### src/rtl/dct_pkg.sv
// Shared types and constants for the DCT run-length encoder slice.
// Symbol and coefficient widths here match the encoder's default parameters.
package dct_pkg;

  localparam int COEFF_W = 12;
  localparam int AMP_W = COEFF_W + 1;
  localparam logic [3:0] ZRL_RUN = 4'd15;
  localparam int BLOCK_LEN = 64;

  typedef logic signed [COEFF_W-1:0] coeff_t;

  typedef struct packed {
    logic [3:0]       run;
    logic [3:0]       size;
    logic [AMP_W-1:0] amp;
    logic             is_dc;
    logic             last;
  } rle_sym_t;

  typedef enum logic [1:0] {
    ST_DC  = 2'd0,
    ST_AC  = 2'd1,
    ST_ZRL = 2'd2
  } rle_state_t;

endpackage

### src/rtl/dct_vli_encode.sv
// JPEG variable-length-integer encoding: magnitude category and amplitude bits.
// Negative values are coded as (v-1) truncated to the category width.
module dct_vli_encode #(
  parameter int W = 13
) (
  input  logic signed [W-1:0] value,
  output logic [3:0]          size,
  output logic [W-1:0]        amp
);

  logic [W-1:0] mag;
  logic [W-1:0] mask;
  logic [W-1:0] minus1;

  always_comb begin
    mag = value[W-1] ? -value : value;
    size = '0;
    for (int i = 0; i < W; i++) begin
      if (mag[i]) size = 4'(i + 1);
    end
    mask = '0;
    for (int i = 0; i < W; i++) begin
      mask[i] = (4'(i) < size);
    end
    minus1 = value - W'(1);
    amp = value[W-1] ? (minus1 & mask) : value;
  end

endmodule

### src/rtl/dct_rle_encoder.sv
// Converts zig-zag ordered 8x8 quantized coefficients into JPEG (run, size, amp)
// symbols with DC prediction, ZRL expansion and end-of-block handling.
//
// state  | meaning
// ST_DC  | waiting for index 0 of a block (DC coefficient)
// ST_AC  | consuming AC indices 1..63, counting zero runs
// ST_ZRL | input stalled, emitting ZRLs then the held coefficient's symbol
module dct_rle_encoder
  import dct_pkg::*;
#(
  parameter int COEFF_WIDTH = COEFF_W,
  parameter int AMP_WIDTH   = COEFF_WIDTH + 1
) (
  input  logic                   clk,
  input  logic                   rst_n,
  input  logic [COEFF_WIDTH-1:0] s_tdata,
  input  logic                   s_tvalid,
  output logic                   s_tready,
  input  logic                   s_tlast,
  input  logic                   dc_clear,
  output logic [3:0]             m_run,
  output logic [3:0]             m_size,
  output logic [AMP_WIDTH-1:0]   m_amp,
  output logic                   m_is_dc,
  output logic                   m_tvalid,
  input  logic                   m_tready,
  output logic                   m_tlast,
  output logic                   err_tlast
);

  rle_state_t state_q, state_d;
  logic [5:0] idx_q, idx_d;
  logic [5:0] zrun_q, zrun_d;
  logic [1:0] zrl_rem_q, zrl_rem_d;
  coeff_t     prev_dc_q, prev_dc_d;
  coeff_t     held_q, held_d;
  logic       held_last_q, held_last_d;
  rle_sym_t   sym_q, sym_d;
  logic       valid_q, sym_load;
  logic       err_q;

  logic       out_free, accept, is_last_idx;
  logic signed [AMP_WIDTH-1:0] in_ext, prev_ext, held_ext, vli_in;
  logic [3:0]           vli_size;
  logic [AMP_WIDTH-1:0] vli_amp;

  assign out_free    = !valid_q || m_tready;
  assign s_tready    = rst_n && out_free && (state_q != ST_ZRL);
  assign accept      = s_tvalid && s_tready;
  assign is_last_idx = (idx_q == 6'(BLOCK_LEN - 1));

  assign in_ext   = {{(AMP_WIDTH-COEFF_WIDTH){s_tdata[COEFF_WIDTH-1]}}, s_tdata};
  assign prev_ext = {{(AMP_WIDTH-COEFF_W){prev_dc_q[COEFF_W-1]}}, prev_dc_q};
  assign held_ext = {{(AMP_WIDTH-COEFF_W){held_q[COEFF_W-1]}}, held_q};

  always_comb begin
    case (state_q)
      ST_DC:   vli_in = in_ext - (dc_clear ? '0 : prev_ext);
      ST_ZRL:  vli_in = held_ext;
      default: vli_in = in_ext;
    endcase
  end

  dct_vli_encode #(.W(AMP_WIDTH)) u_vli (
    .value(vli_in),
    .size (vli_size),
    .amp  (vli_amp)
  );

  always_comb begin
    state_d     = state_q;
    idx_d       = idx_q;
    zrun_d      = zrun_q;
    zrl_rem_d   = zrl_rem_q;
    prev_dc_d   = prev_dc_q;
    held_d      = held_q;
    held_last_d = held_last_q;
    sym_d       = '0;
    sym_load    = 1'b0;
    case (state_q)
      ST_DC: begin
        if (accept) begin
          sym_load    = 1'b1;
          sym_d.size  = vli_size;
          sym_d.amp   = vli_amp;
          sym_d.is_dc = 1'b1;
          prev_dc_d   = s_tdata;
          idx_d       = idx_q + 6'd1;
          zrun_d      = '0;
          state_d     = ST_AC;
        end
      end
      ST_AC: begin
        if (accept) begin
          idx_d = idx_q + 6'd1;
          if (s_tdata == '0) begin
            if (is_last_idx) begin
              sym_load   = 1'b1;
              sym_d.last = 1'b1;
              zrun_d     = '0;
              state_d    = ST_DC;
            end else begin
              zrun_d = zrun_q + 6'd1;
            end
          end else if (zrun_q[5:4] == 2'd0) begin
            sym_load   = 1'b1;
            sym_d.run  = zrun_q[3:0];
            sym_d.size = vli_size;
            sym_d.amp  = vli_amp;
            sym_d.last = is_last_idx;
            zrun_d     = '0;
            if (is_last_idx) state_d = ST_DC;
          end else begin
            // First ZRL goes out with the accept; the rest drain in ST_ZRL.
            sym_load    = 1'b1;
            sym_d.run   = ZRL_RUN;
            held_d      = s_tdata;
            held_last_d = is_last_idx;
            zrl_rem_d   = zrun_q[5:4] - 2'd1;
            zrun_d      = {2'b00, zrun_q[3:0]};
            state_d     = ST_ZRL;
          end
        end
      end
      ST_ZRL: begin
        if (out_free) begin
          sym_load = 1'b1;
          if (zrl_rem_q != 2'd0) begin
            sym_d.run = ZRL_RUN;
            zrl_rem_d = zrl_rem_q - 2'd1;
          end else begin
            sym_d.run  = zrun_q[3:0];
            sym_d.size = vli_size;
            sym_d.amp  = vli_amp;
            sym_d.last = held_last_q;
            zrun_d     = '0;
            state_d    = held_last_q ? ST_DC : ST_AC;
          end
        end
      end
      default: state_d = ST_DC;
    endcase
  end

  always_ff @(posedge clk) begin
    if (!rst_n) begin
      state_q     <= ST_DC;
      idx_q       <= '0;
      zrun_q      <= '0;
      zrl_rem_q   <= '0;
      prev_dc_q   <= '0;
      held_q      <= '0;
      held_last_q <= 1'b0;
      sym_q       <= '0;
      valid_q     <= 1'b0;
      err_q       <= 1'b0;
    end else begin
      state_q     <= state_d;
      idx_q       <= idx_d;
      zrun_q      <= zrun_d;
      zrl_rem_q   <= zrl_rem_d;
      prev_dc_q   <= prev_dc_d;
      held_q      <= held_d;
      held_last_q <= held_last_d;
      err_q       <= accept && (s_tlast != is_last_idx);
      if (out_free) begin
        sym_q   <= sym_d;
        valid_q <= sym_load;
      end
    end
  end

  assign m_run     = sym_q.run;
  assign m_size    = sym_q.size;
  assign m_amp     = sym_q.amp;
  assign m_is_dc   = sym_q.is_dc;
  assign m_tlast   = sym_q.last;
  assign m_tvalid  = valid_q;
  assign err_tlast = err_q;

endmodule
### config.mk
export PLATFORM = sky130hd
export DESIGN_NAME = dct_rle_encoder
export DESIGN_NICKNAME = d
export VERILOG_FILES = /design/src/rtl/dct_pkg.sv /design/src/rtl/dct_vli_encode.sv /design/src/rtl/dct_rle_encoder.sv
export SDC_FILE = /design/constraint.sdc
export NUM_CORES = 1
export LEC_CHECK = 0
export ABC_AREA = 1
export CORE_MARGIN = 1.5
export CORE_UTILIZATION = 50
export DETAILED_ROUTE_END_ITERATION = 10
export GPL_ROUTABILITY_DRIVEN = 0
export GPL_TIMING_DRIVEN = 0
export PLACE_DENSITY = 0.71
export SLEW_MARGIN = 20
export SYNTH_ARGS = -nofsm -noshare
export SYNTH_HDL_FRONTEND = slang
export SYNTH_HIERARCHICAL = 1
export SYNTH_SLANG_ARGS = --single-unit
### constraint.sdc
create_clock -name clk -period 5.1 [get_ports clk]
set_clock_uncertainty 0.15 [all_clocks]
set_input_delay 1.02 -clock clk [delete_from_list [all_inputs] [get_ports clk]]
set_output_delay 1.02 -clock clk [all_outputs]
set_load 0.005 [all_outputs]
# == Word-level counts from Yosys, hierarchy flattened ==
# Index checks and enable logic that the tools add are counted.
# word_totals
elab_cells,131
input_bits,18
out_inout_bits,26
ff_bits,66
# op_classes
addsub,7
bitwise,3
n_mux,60
n_reduce_logical,20
eq_ne,13
n_lt_le_gt_ge,13
# ops
op,count
17-bit case mux with 3 select lines,1
21-bit 2-to-1 mux,2
13-bit 2-to-1 mux,3
4-bit 2-to-1 mux,9
6-bit 2-to-1 mux,6
17-bit 2-to-1 mux,2
2-bit 2-to-1 mux,14
13-bit case mux with 2 select lines,1
4-bit < comparator (first input constant),5
18-bit 2-to-1 mux,1
6-bit case mux with 3 select lines,1
3-bit by 4-bit < comparator with 1-bit output (first input constant),4
2-bit inequality test (second input constant),8
13-bit bitwise AND,1
13-bit negation,1
13-bit subtractor,1
13-bit by 2-bit subtractor with 13-bit output (second input constant),1
6-bit by 1-bit adder with 6-bit output (second input constant),2
12-bit logical NOT,1
3-bit 2-to-1 mux,4
6-bit AND reduction,2
1-bit 2-to-1 mux,11
1-bit by 4-bit < comparator with 1-bit output (first input constant),2
2-bit by 4-bit < comparator with 1-bit output (first input constant),2
22 further kinds,31

# == Depth between registers and ports, before layout ==
# Gate-level depths: netlist (run 1).
# depth
word_depth,25
mapped_depth,33
ltp_nobuf,32

# == By module ==
# Netlist (run 1), hierarchy kept.
# by_module_without_submodules
mod,area_per_inst_um2,cells_per_inst,instances,seq_area_each_um2
dct_rle_encoder,3834.9,587,1,1321.3
dct_vli_encode,938.4,181,1,0.0

# == Least setup slack after synthesis (run 1) ==
# No wires, ideal clock.
# synth_path
kind,input to register
from,in dc_clear
to,"reg sym_q, in the netlist m_amp[10]"
path_stages,24
arrival_ps,3809
path_buffers,2
required_time_ps,4880
setup_slack_ps,1070
setup_ps,70
path_cell_list,inv_1 clkbuf_1 nand2_1 ha_1 inv_1 o21ai_0 nor2_1 nand2_1 nand2_1 nand3_1 nand3_1 nand2_1 inv_2 buf_2 o21ai_2 xor2_2 nor2_1 nand2_2 nand2_2 inv_2 nand2_2 a211oi_2 nand3_1 a21oi_1
# synth_between
word_cells_on_any_way,28
classes_between,add/sub (3); order compare (1); mux (23); bitwise (1)
# synth_lines
element,line_no,source
start: declaration,dct_rle_encoder.sv:20,"input logic dc_clear,"
13-bit 2-to-1 mux *,dct_rle_encoder.sv:58,ST_DC: vli_in = in_ext - (dc_clear ? '0 : prev_ext);
13-bit subtractor *,dct_rle_encoder.sv:58,
13-bit case mux with 2 select lines *,dct_rle_encoder.sv:57,case (state_q)
via vli_in[12],dct_rle_encoder.sv:43,"logic signed [AMP_WIDTH-1:0] in_ext, prev_ext, held_ext, vli_in;"
13-bit 2-to-1 mux *,dct_vli_encode.sv:16,mag = value[W-1] ? -value : value;
2-bit 2-to-1 mux (2 in a row),dct_vli_encode.sv:19,if (mag[i]) size = 4'(i + 1);
3-bit 2-to-1 mux (4 in a row),dct_vli_encode.sv:19,
4-bit 2-to-1 mux (5 in a row),dct_vli_encode.sv:19,
[1 not listed],n/a,
via vli_size[1],dct_rle_encoder.sv:44,logic [3:0] vli_size;
4-bit < comparator *,dct_vli_encode.sv:23,mask[i] = (4'(i) < size);
13-bit bitwise AND *,dct_vli_encode.sv:26,amp = value[W-1] ? (minus1 & mask) : value;
13-bit 2-to-1 mux *,dct_vli_encode.sv:26,
via vli_amp[10],dct_rle_encoder.sv:45,logic [AMP_WIDTH-1:0] vli_amp;
17-bit 2-to-1 mux,dct_rle_encoder.sv:105,end else if (zrun_q[5:4] == 2'd0) begin
21-bit 2-to-1 mux,dct_rle_encoder.sv:96,if (s_tdata == '0) begin
21-bit 2-to-1 mux,dct_rle_encoder.sv:94,if (accept) begin
17-bit case mux with 3 select lines *,dct_rle_encoder.sv:80,case (state_q)
end signal: assignment,dct_rle_encoder.sv:167,sym_q <= sym_d;
end: declaration,dct_rle_encoder.sv:38,"rle_sym_t sym_q, sym_d;"
# The timed path passes the listed nets; every way through them passes the cells marked *.
# A chain may end at the register's enable or synchronous reset.

# == Worst setup path after layout (run 1) ==
# layout_path
from,in s_tdata[0]
to,"reg sym_q, in the netlist m_amp[6]"
# layout_between
word_cells_on_any_way,28
classes_between,add/sub (3); order compare (1); mux (22); bitwise (1); reduce/logical (1)
# layout_lines
element,line_no,source
start: declaration,dct_rle_encoder.sv:16,"input logic [COEFF_WIDTH-1:0] s_tdata,"
13-bit subtractor *,dct_rle_encoder.sv:58,
13-bit case mux with 2 select lines *,dct_rle_encoder.sv:57,
via vli_in[12],dct_rle_encoder.sv:43,
13-bit 2-to-1 mux *,dct_vli_encode.sv:16,
2-bit 2-to-1 mux (2 in a row),dct_vli_encode.sv:19,
3-bit 2-to-1 mux (4 in a row),dct_vli_encode.sv:19,
4-bit 2-to-1 mux (5 in a row),dct_vli_encode.sv:19,
4-bit 2-to-1 mux *,dct_vli_encode.sv:19,
via vli_size[1],dct_rle_encoder.sv:44,
3-bit by 4-bit < comparator with 1-bit output *,dct_vli_encode.sv:23,
13-bit bitwise AND *,dct_vli_encode.sv:26,
13-bit 2-to-1 mux *,dct_vli_encode.sv:26,
via vli_amp[6],dct_rle_encoder.sv:45,
17-bit 2-to-1 mux,dct_rle_encoder.sv:105,
21-bit 2-to-1 mux,dct_rle_encoder.sv:96,
21-bit 2-to-1 mux,dct_rle_encoder.sv:94,
17-bit case mux with 3 select lines *,dct_rle_encoder.sv:80,
# Marks and branches as above.

==> run metrics, run 1 <==
status=complete, no violations; Die Ht=slightly above 100 µm; mux cell area share after synthesis=0%; Worst-path clk slew=80 ps; VDD IR max=0.000157 V; commonest non-fill, non-tap cell in the layout=nand2_1; top post-synthesis cells by area=dfxtp_1 (28%), nand2_1 (17%), nor2_1 (7.5%); Total Nets Final=approximately 860; R2R setup slack=between 900 and 1000 ps; flip-flop and latch area=around 0.0013 mm²; Post-Place Setup Slack=-79.4 ps; CTS tree=yes; Die W=just over 100 µm; total track usage=a little over a quarter; Worst Setup Slack, final=about 380 ps; area taken by multi-input logic gates=approximately 0.0030 mm²; Die Footprint=a little over 0.01 mm²; Initial DRC Count=between 300 and 400; vias in the first global route=approximately 4700; mean post-synth cell area=~6.2 µm²; area grow syn2layout=17.5%; Tmin final=~4700 ps; worst hold path type=reg2reg; CTS sink count=66; GRT Residual Overflow=0; Reg2Reg Depth=26; final setup vio count=0; first-pass GRT wire length=approximately 22000 µm; Synth Area in Adders=between 5 and 6%; CTS Hold Buffers Added=0; Synth cell types=37; upper clock frequency limit=about 210 MHz; main combinational cell family by area after synthesis=simple AND/OR/NAND/NOR gates; Worst-Skew Late Latency=between 300 and 400 ps; final-report hold violation count=0; Yosys warnings=6; CP required=5240 ps; fin util=between 60% and 70%; Ports=44; Via density=between 5 and 6; type of origin of the critical path=input port; Synth area leader=dfxtp_1; syn nets=roughly 810; Mapped Cells=768; Initial Utilization=51.7%; Setup CP Type=in2reg; Clock Path Buffers=2; worst hold stages=2; CP Data Arrival Time=around 4900 ps; Rows=35; commonest cells after routing, fill and taps aside=nand2_1 (218), nor2_1 (96), inv_1 (79); PwrDens=343 mW/mm²; core footprint=between 0.009 and 0.01 mm²; final period utilization=~93%; total power=approximately 1.9 mW; Cell Area, Synth=0.00477 mm²; drt first pass iters=5; final WL=13100 µm; actual slew at the worst max-slew pin=approximately 610 ps; crit path max fanout=10; antenna cell count=0; Num CTS Buffers=9; DP HPWL=10000 µm; Compound-Gate Fraction of Synth Area=14.5%; Slew Limit Fails=0; crit path capture type=flip-flop; simple-gate portion of the synthesized area=between 30% and 40%; Synth Register Bits=66; # DRC=0; wire per inst=approximately 14 µm; Root Buffer=clkbuf_8; post-synth top area share=27.7%; max-cap violations=0; vias=between 5000 and 6000; Lkg Pwr=between 2 and 2.5 nW; Final ANT Viol Nets=0; register area share after synthesis=about 28%; largest net degree at the start of global routing=14; CTS H-tree depth=3; layout cells sized above 1=a little under a tenth; Fillers=957; Synth Area in XOR/XNOR=between 2 and 3%; Max-slew headroom=59.4%; Port-buffer cells=43; initial antenna violation count=0
-- state kept, by name, indices dropped and copies added (netlist names) --
name and cells:
err_tlast 1, state_q 2, zrun_q 6, m_run 4
m_tlast 1, zrl_rem_q 2, m_amp 13, held_last_q 1
m_size 4, held_q 12, m_is_dc 1, m_tvalid 1
idx_q 6, prev_dc_q 12
-- cell usage after synthesis, drive strengths merged --
master,instances
o22ai,1
o21ai,46
fa,1
buf,9
xnor2,3
nor2,114
clkbuf,16
ha,21
nor3,8
a211oi,1
nand3,67
xor2,11
inv,87
a31oi,4
clkinv,1
nand2,230
and3,1
o21bai,2
nand4,8
o211ai,3
a22oi,8
a21oi,58
o221ai,2
dfxtp,66
-- critical path: stages --
cell,delay (ps)
clkdlybuf4s50_1,550
inv_1,80
ha_1,230
fa_1,410
inv_1,100
nand3_1,70
nand2_1,140
nand2_1,100
nand2_1,120
nand2_1,80
nand3_1,80
nand3_1,80
nand2_1,180
inv_2,80
buf_2,210
o21ai_2,200
xor2_2,250
nor2_1,100
nand2_2,130
nand2_2,70
inv_2,70
nand2_2,70
nand2_1,70
nand3_1,60
nand2_1,90
nand3_1,90
a21oi_1,130
-- per-stage QoR --
| step | hold WS (ps) | setup TNS [ps] | instances | area, µm² |
|---|---|---|---|---|
| CTS | 314 | 0 | 956 | 5590 |
| global route | 328 | -3.70 | 958 | 5610 |
| global placement | 293 | -82.2 | 940 | 5370 |
| floorplan | 279 | 0 | 768 | 4770 |
| finish | 317 | 0 | 958 | 5610 |
| detailed placement | 305 | -395 | 940 | 5370 |
-- final timing paths --
kind,from,end
hold reg to reg,m_run[2],m_run[2]
setup reg to reg,state_q[0],m_amp[0]
setup / recovery,s_tdata[0],m_amp[6]
hold / removal,m_run[2],m_run[2]
-- layer usage --
metal  share of wire [%]  GRT usage, %  routed length, µm  vias up
met5                   0             0                  0        -
met4                 1.5          8.67                197        0
met3                 5.3          4.09                698       17
met2                  47          44.8               6200      163
met1                  46          36.1               5960     2302
li1                    -             -                  -     2579
-- power breakdown --
group / switching (mW) / internal (mW)
logic: 0.554 / 0.281
registers: 0.0248 / 0.552
clock network: 0.233 / 0.279
-- layout make-up --
cell class | count | share of cell area [%]
Sequential cell | 66 | 23.6
Inverter | 88 | 5.89
Tap cell | 129 | 2.88
Buffer | 25 | 2.14
Clock inverter | 7 | 1.78
Clock buffer | 9 | 2.21
Multi-Input combinational cell | 589 | 53.6
Timing Repair Buffer | 45 | 7.94
-- cell families (layout without fill, tap and decap cells) --
| group | count (synthesis) | count (layout) |
|---|---|---|
| flops | 66 | 66 |
| xor+xnor | 14 | 14 |
| compound gates | 125 | 125 |
| simple gates | 428 | 428 |
| buf+inv | 113 | 174 |
| fa+ha+maj | 22 | 22 |
-- timing repair --
action,4_1_cts,5_1_grt
buffers inserted,0,2
gates resized for setup,0,3
setup endpoints to repair,0,13
No activity file was read; power rests on OpenSTA's default activity.
==> run 2, diff against run 1 <==
- CORE_UTILIZATION: 50 -> 59
- PLACE_DENSITY: 0.71 -> 0.82
==> run 2 against run 1 <==
  * Non-clock buffer count fell by 2
  * Worst hold slack about the same
  * Final area fell by 1.3%
  * Sequential share of layout area up 0.31 points
==> run metrics, run 2 (synthesis gave the netlist of run 1 again) <==
status=complete, no violations (unchanged); RSZ-0062 raised after global routing=no; max FFs per register=13 (unchanged); Lkg Pwr=2.45 nW (was 2.47 nW); Die Footprint=0.00864 mm² (was 0.0101 mm²); total track usage=30.5% (was 27.0%); Final ANT Viol Nets=0 (unchanged); core footprint=0.00777 mm² (was 0.00924 mm²); worst setup path start=s_tdata[0] (unchanged); R2R setup slack=900 ps (was 930 ps); Rows=32 (was 35); Root Buffer=clkbuf_8 (unchanged); final WL=12700 µm (was 13100 µm); area taken by multi-input logic gates=0.00300 mm² (was 0.00301 mm²); wire per inst=13.6 µm (about the same); largest net degree at the start of global routing=14 (unchanged); Worst-path clk slew=80 ps (about the same); Worst-Skew Late Latency=350 ps (was 360 ps); commonest cells after routing, fill and taps aside=nand2_1 (218), nor2_1 (96), inv_1 (79) (unchanged); reg-to-reg critical path startpoint=state_q[0] (unchanged); drt first pass iters=5 (unchanged); crit path max fanout=6 (was 10); vias=5145 (was 5061); Setup CP Type=in2reg (unchanged); CTS sink count=66 (unchanged); Clock Path Buffers=2 (unchanged); Max-slew headroom=59.4% (about the same); initial antenna violation count=0 (unchanged); clock share of power=24.7% (was 26.6%); Total Nets Final=862 (was 864); crit path capture type=flip-flop (unchanged); worst hold path type=reg2reg (unchanged); CP required=5170 ps (was 5240 ps); first-pass GRT wire length=21300 µm (was 21600 µm); FF-to-FF End=m_amp[0] (unchanged); Initial Utilization=61.5% (was 51.7%); Initial DRC Count=382 (was 384); Reg2Reg Depth=27 (was 26); GRT Residual Overflow=0 (unchanged); actual slew at the worst max-slew pin=610 ps (was 609 ps); Fillers=680 (was 957); Die W=92.9 µm (was 101 µm); Tmin final=4730 ps (was 4720 ps); DP HPWL=9870 µm (was 10000 µm); # DRC=0 (unchanged); area grow syn2layout=16.0% (was 17.5%); upper clock frequency limit=211 MHz (was 212 MHz); final-report hold violation count=0 (unchanged); final setup vio count=0 (unchanged); flip-flop and latch area=0.00132 mm² (unchanged); sequential power share=31.1% (was 30.0%); CTS H-tree depth=3 (unchanged); Ports=44 (unchanged); placed cell count=913 (was 940); hold path startpoint=held_q[1] (was m_run[2]); non-filler cells, final=929 (was 958); type of origin of the critical path=input port (unchanged); switching share of power=43.1% (was 42.2%); Die Ht=92.9 µm (was 101 µm); Port-buffer cells=43 (unchanged); Worst Hold End=held_q[1] (was m_run[2]); CTS tree=yes (unchanged); Slew Limit Fails=0 (unchanged); PwrDens=336 mW/mm² (was 343 mW/mm²); antenna cell count=0 (unchanged); Post-Place Setup Slack=-25.7 ps (was -79.4 ps); Via density=5.54 (was 5.28); Worst Setup Slack, final=371 ps (was 381 ps); vias in the first global route=4663 (was 4672); final period utilization=92.7% (was 92.5%); CP Data Arrival Time=4790 ps (was 4860 ps); VDD IR max=0.000161 V (was 0.000157 V); Pint=1.06 mW (was 1.11 mW); Psw=0.802 mW (was 0.813 mW); max-cap violations=0 (unchanged); commonest non-fill, non-tap cell in the layout=nand2_1 (unchanged); Num CTS Buffers=9 (unchanged); layout cells sized above 1=8.95% (was 9.29%); worst hold stages=2 (unchanged); power share of the combinational group=44.2% (was 43.4%)
run 2: repair_timing:
| action | 4_1_cts | 5_1_grt |
|---|---|---|
| gates resized for setup | 0 | 3 |
| setup buffers | 0 | 0 |
| endpoints found under the setup margin | 0 | 8 |
| hold buffers | 0 | 0 |
run 2: critical path, cell delays in order:
cell and delay, ps:
clkdlybuf4s50_1 550, inv_1 80, ha_1 230, fa_1 380
inv_1 90, nand3_1 70, nand2_1 120, nand2_1 60
nand2_1 90, a21oi_1 60, o21ai_0 120, nand3_1 260
nor2_1 180, nand2_2 100, nor2_2 130, nand2_1 90
clkinv_1 70, nand2_1 50, nand2_1 70, nand2_2 60
o21ai_2 190, inv_1 80, nand2_1 130, nand3_1 120
o21ai_1 160, nand2_1 80, nand3_1 80, a21oi_1 60
run 2: through the flow:
step	hold slack (ps)	utilization [%]	setup TNS [ps]	cell area [µm²]	power (mW)
after global placement	289	68.6	0	5330	1.37
final	317	71.3	0	5540	1.86
after detailed placement	304	68.6	-25.7	5330	1.40
after floorplan	279	-	0	4770	1.19
after global routing	333	71.3	0	5540	1.98
after CTS	317	71.2	0	5530	1.85
run 2: metal layers:
metal | vias to the layer above | wire [µm] | track usage (%)
li1 | 2575 | - | -
met1 | 2337 | 5500 | 40.1
met2 | 206 | 5980 | 51.2
met3 | 27 | 949 | 5.25
met4 | 0 | 238 | 8.71
met5 | - | 0 | 0
run 2: final cells by class:
| type | instances | share of cell area (%) |
|---|---|---|
| multi-input combinational | 589 | 54.2 |
| inverter | 88 | 5.97 |
| clock buffer | 9 | 2.24 |
| sequential | 66 | 23.9 |
| buffer | 25 | 2.21 |
| tap | 102 | 2.31 |
| clock inverter | 7 | 1.40 |
| timing repair buffer | 43 | 7.77 |
run 2: power groups by stage:
stage	Clock [mW]	Combinational (mW)	Sequential (mW)
detailed placement	0	0.807	0.589
global placement	0	0.783	0.588
CTS	0.465	0.810	0.578
finish	0.460	0.823	0.579
global route	0.482	0.917	0.582
floorplan	0	0.606	0.585
run 2: worst max path at each step:
stage | endpoint | cells past startpoint | slack [ps]
final | m_amp[0] | 28 | 370
after global placement | m_amp[0] | 28 | 10
after CTS | m_amp[0] | 28 | 320
after floorplan | m_amp[10] | 24 | 1070
after detailed placement | m_amp[0] | 28 | -30
after global routing | m_amp[0] | 28 | 20
==> run 3, diff against run 2 <==
- CORE_UTILIZATION: 59 -> 58
- PLACE_DENSITY: 0.82 -> 0.81
- SYNTH_HIERARCHICAL: 1 -> unset
==> run 3 against run 2 <==
  * Non-clock buffer count down 5
  * Synthesized cell count decreased by 9.6%
  * Sequential power decreased by 2%
  * Clock-buffer cell count rose by 3
  * Final cell count shrank 8.1%
  * Power decreased by 6.1%
==> run metrics, run 3 <==
Final ANT Viol Nets=0 (unchanged); met1 Use GR=37.0% (was 40.1%); CP Data Arrival Time=4860 ps (was 4790 ps); syn nets=732 (was 808); Clock Path Buffers=2 (unchanged); FF-to-FF End=m_amp[0] (unchanged); register area share after synthesis=29.7% (was 27.7%); Post-Place Setup Slack=-215 ps (was -25.7 ps); Worst-Skew Late Latency=350 ps (about the same); final setup vio count=0 (unchanged); CTS sink count=66 (unchanged); Rows=31 (was 32); Root Buffer=clkbuf_8 (unchanged); Pint=1.04 mW (was 1.06 mW); Die W=90.5 µm (was 92.9 µm); met3 Use GR=5.56% (was 5.25%); Total Nets Final=788 (was 862); Post-Route Setup TNS=0 ps (unchanged); reg-to-reg critical path startpoint=prev_dc_q[0] (was state_q[0]); Worst Setup Slack, final=306 ps (was 371 ps); initial antenna violation count=0 (unchanged); power share of the combinational group=41.0% (was 44.2%); worst hold stages=2 (unchanged); placed cell count=836 (was 913); Top Usage Layer GRT=met2 (unchanged); top post-synthesis cells by area=dfxtp_1 (30%), nand2_1 (14%), a21oi_1 (7.7%) (was dfxtp_1 (28%), nand2_1 (17%), nor2_1 (7.5%)); Setup CP Type=in2reg (unchanged); VDD IR max=0.000212 V (was 0.000161 V); sequential power share=32.6% (was 31.1%); type of origin of the critical path=input port (unchanged); PwrDens=334 mW/mm² (was 336 mW/mm²); status=complete, no violations (unchanged); Mapped Cells=694 (was 768); final-report hold violation count=0 (unchanged); Initial DRC Count=344 (was 382); Tmin final=4790 ps (was 4730 ps); Worst Hold End=m_amp[12] (was held_q[1]); number of flops mapped to enable cells by yosys=0 (unchanged); wire per inst=13.9 µm (was 13.6 µm); largest net degree at the start of global routing=12 (was 14); Synth cell types=49 (was 37); non-filler cells, final=854 (was 929); max FFs per register=13 (unchanged); vias in the first global route=4523 (was 4663); Lkg Pwr=2.19 nW (was 2.45 nW); Fillers=621 (was 680); Die Footprint=0.00819 mm² (was 0.00864 mm²); crit path capture type=flip-flop (unchanged); asr flop ratio synth=0% (unchanged); final period utilization=94.0% (was 92.7%); mean post-synth cell area=6.40 µm² (was 6.22 µm²); drt first pass iters=6 (was 5); met2 usage=51.9% (was 51.2%); actual slew at the worst max-slew pin=636 ps (was 610 ps); Reg2Reg Depth=28 (was 27); Cell Area, Synth=0.00444 mm² (was 0.00477 mm²); most instantiated library cell after synthesis=nand2_1 (unchanged); antenna cell count=0 (unchanged); GRT Residual Overflow=0 (unchanged); DP HPWL=9000 µm (was 9870 µm); final WL=11800 µm (was 12700 µm); Psw=0.705 mW (was 0.802 mW); top_reg_cell synth=dfxtp_1 (unchanged); # DRC=0 (unchanged); CTS H-tree depth=3 (unchanged); CTS tree=yes (unchanged); Max-slew headroom=57.5% (was 59.4%); Worst-path clk slew=70 ps (was 80 ps); commonest non-fill, non-tap cell in the layout=nand2_1 (unchanged); post-synth top area share=29.7% (was 27.7%); upper clock frequency limit=209 MHz (was 211 MHz); worst hold path type=reg2reg (unchanged); layout cells sized above 1=8.48% (was 8.95%); commonest cells after routing, fill and taps aside=nand2_1 (164), nor2_1 (84), inv_1 (73) (was nand2_1 (218), nor2_1 (96), inv_1 (79)); Slew Limit Fails=0 (unchanged); total power=1.75 mW (was 1.86 mW); CTS Hold Buffers Added=0 (unchanged); Die Ht=90.5 µm (was 92.9 µm); worst setup path start=dc_clear (was s_tdata[0]); switching share of power=40.3% (was 43.1%); core footprint=0.00733 mm² (was 0.00777 mm²); clock share of power=26.5% (was 24.7%); Synth area leader=dfxtp_1 (unchanged); Ports=44 (unchanged); first-pass GRT wire length=20300 µm (was 21300 µm); Yosys warnings=0 (was 6); Via density=5.58 (was 5.54); area grow syn2layout=17.9% (was 16.0%); crit path max fanout=10 (was 6); total track usage=30.1% (was 30.5%); most frequent cells after synthesis=nand2_1 (164), nor2_1 (84), inv_1 (74), a21oi_1 (68), dfxtp_1 (66) (was nand2_1 (218), nor2_1 (96), inv_1 (79), dfxtp_1 (66), nand3_1 (63)); hold path startpoint=m_amp[12] (was held_q[1]); Port-buffer cells=43 (unchanged); CP required=5170 ps (about the same); Initial Utilization=60.6% (was 61.5%); R2R setup slack=1200 ps (was 900 ps); max-cap violations=0 (unchanged); Num CTS Buffers=9 (unchanged); vias=4762 (was 5145); Synth Register Bits=66 (unchanged)
-- run 3: cell types whose count changed after synthesis, sizes merged, moves of 4 or more --
cell    delta
nand3     -27
o21ai     +11
a21oi     +14
nor3       +6
a22oi      -4
nor2      -22
xor2       -4
inv        -4
clkbuf     -5
nand2     -56
-- run 3: final cells by class --
cell class	count	area [µm²]	area share (%)
multi-input combinational	524	2720	52.0
timing repair buffer	46	453	8.65
inverter	86	327	6.24
clock buffer	12	155	2.96
sequential	66	1320	25.2
tap	99	124	2.37
buffer	17	82.6	1.58
clock inverter	4	50.0	0.956
-- run 3: how the worst max path moves through the flow --
stage	to	slack, ps	cells past startpoint
after floorplan	m_amp[4]	1020	26
after global placement	m_amp[0]	-120	28
after detailed placement	m_amp[0]	-210	28
after CTS	m_amp[0]	90	28
after global routing	m_amp[0]	-20	28
final	m_amp[0]	310	28
-- run 3: cells by family (layout without fill, tap and decap cells) --
logic type	Yosys count	after routing	synth area share, %
flip-flops	66	66	29.7
AND/OR/NAND/NOR	343	343	34.1
buffers and inverters	104	165	9.21
AO/OA/AOI/OAI	151	151	19.1
XOR/XNOR	9	9	1.77
adder cells (fa/ha/maj)	20	20	5.80
multiplexers	1	1	0.225
-- run 3: through the flow --
step                cell area (µm²)  util [%]  hold WS [ps]
floorplan                      4440         -           280
global placement               5000      68.2           271
detailed placement             5000      68.2           279
CTS                            5200      71.0           290
global route                   5240      71.4           332
finish                         5240      71.4           284
-- run 3: critical path: stages --
cell	delay, ps
clkdlybuf4s50_1	560
clkinvlp_4	210
buf_4	190
nand2_1	50
ha_1	290
nand2_1	120
inv_1	40
a21oi_1	180
nand3_1	100
nand2_1	60
nand3_1	90
nand2_1	180
nand2_2	150
inv_2	80
buf_2	230
nand2_1	120
xor2_2	200
nand2_1	80
nand2_1	60
nand2_1	70
nand2_1	90
nand2_1	90
nand2_1	90
nand2_1	80
nor2_1	180
nand2_1	80
nand2_1	70
a21oi_1	60
-- run 3: power groups by stage --
stage | combinational (mW) | sequential [mW] | clock, mW
after detailed placement | 0.686 | 0.581 | 0
final | 0.717 | 0.569 | 0.463
after CTS | 0.695 | 0.569 | 0.469
after global placement | 0.668 | 0.579 | 0
after global routing | 0.803 | 0.573 | 0.491
after floorplan | 0.516 | 0.578 | 0
-- run 3: per-layer routing --
layer | wire [µm] | part of all wire (%)
met5 | 0 | 0
met4 | 269 | 2.3
met3 | 708 | 6.0
met2 | 5770 | 49
met1 | 5100 | 43
-- run 3: repair_timing --
item,4_1_cts,5_1_grt
setup buffers,0,3
gates resized for setup,0,3
endpoints found under the setup margin,0,13
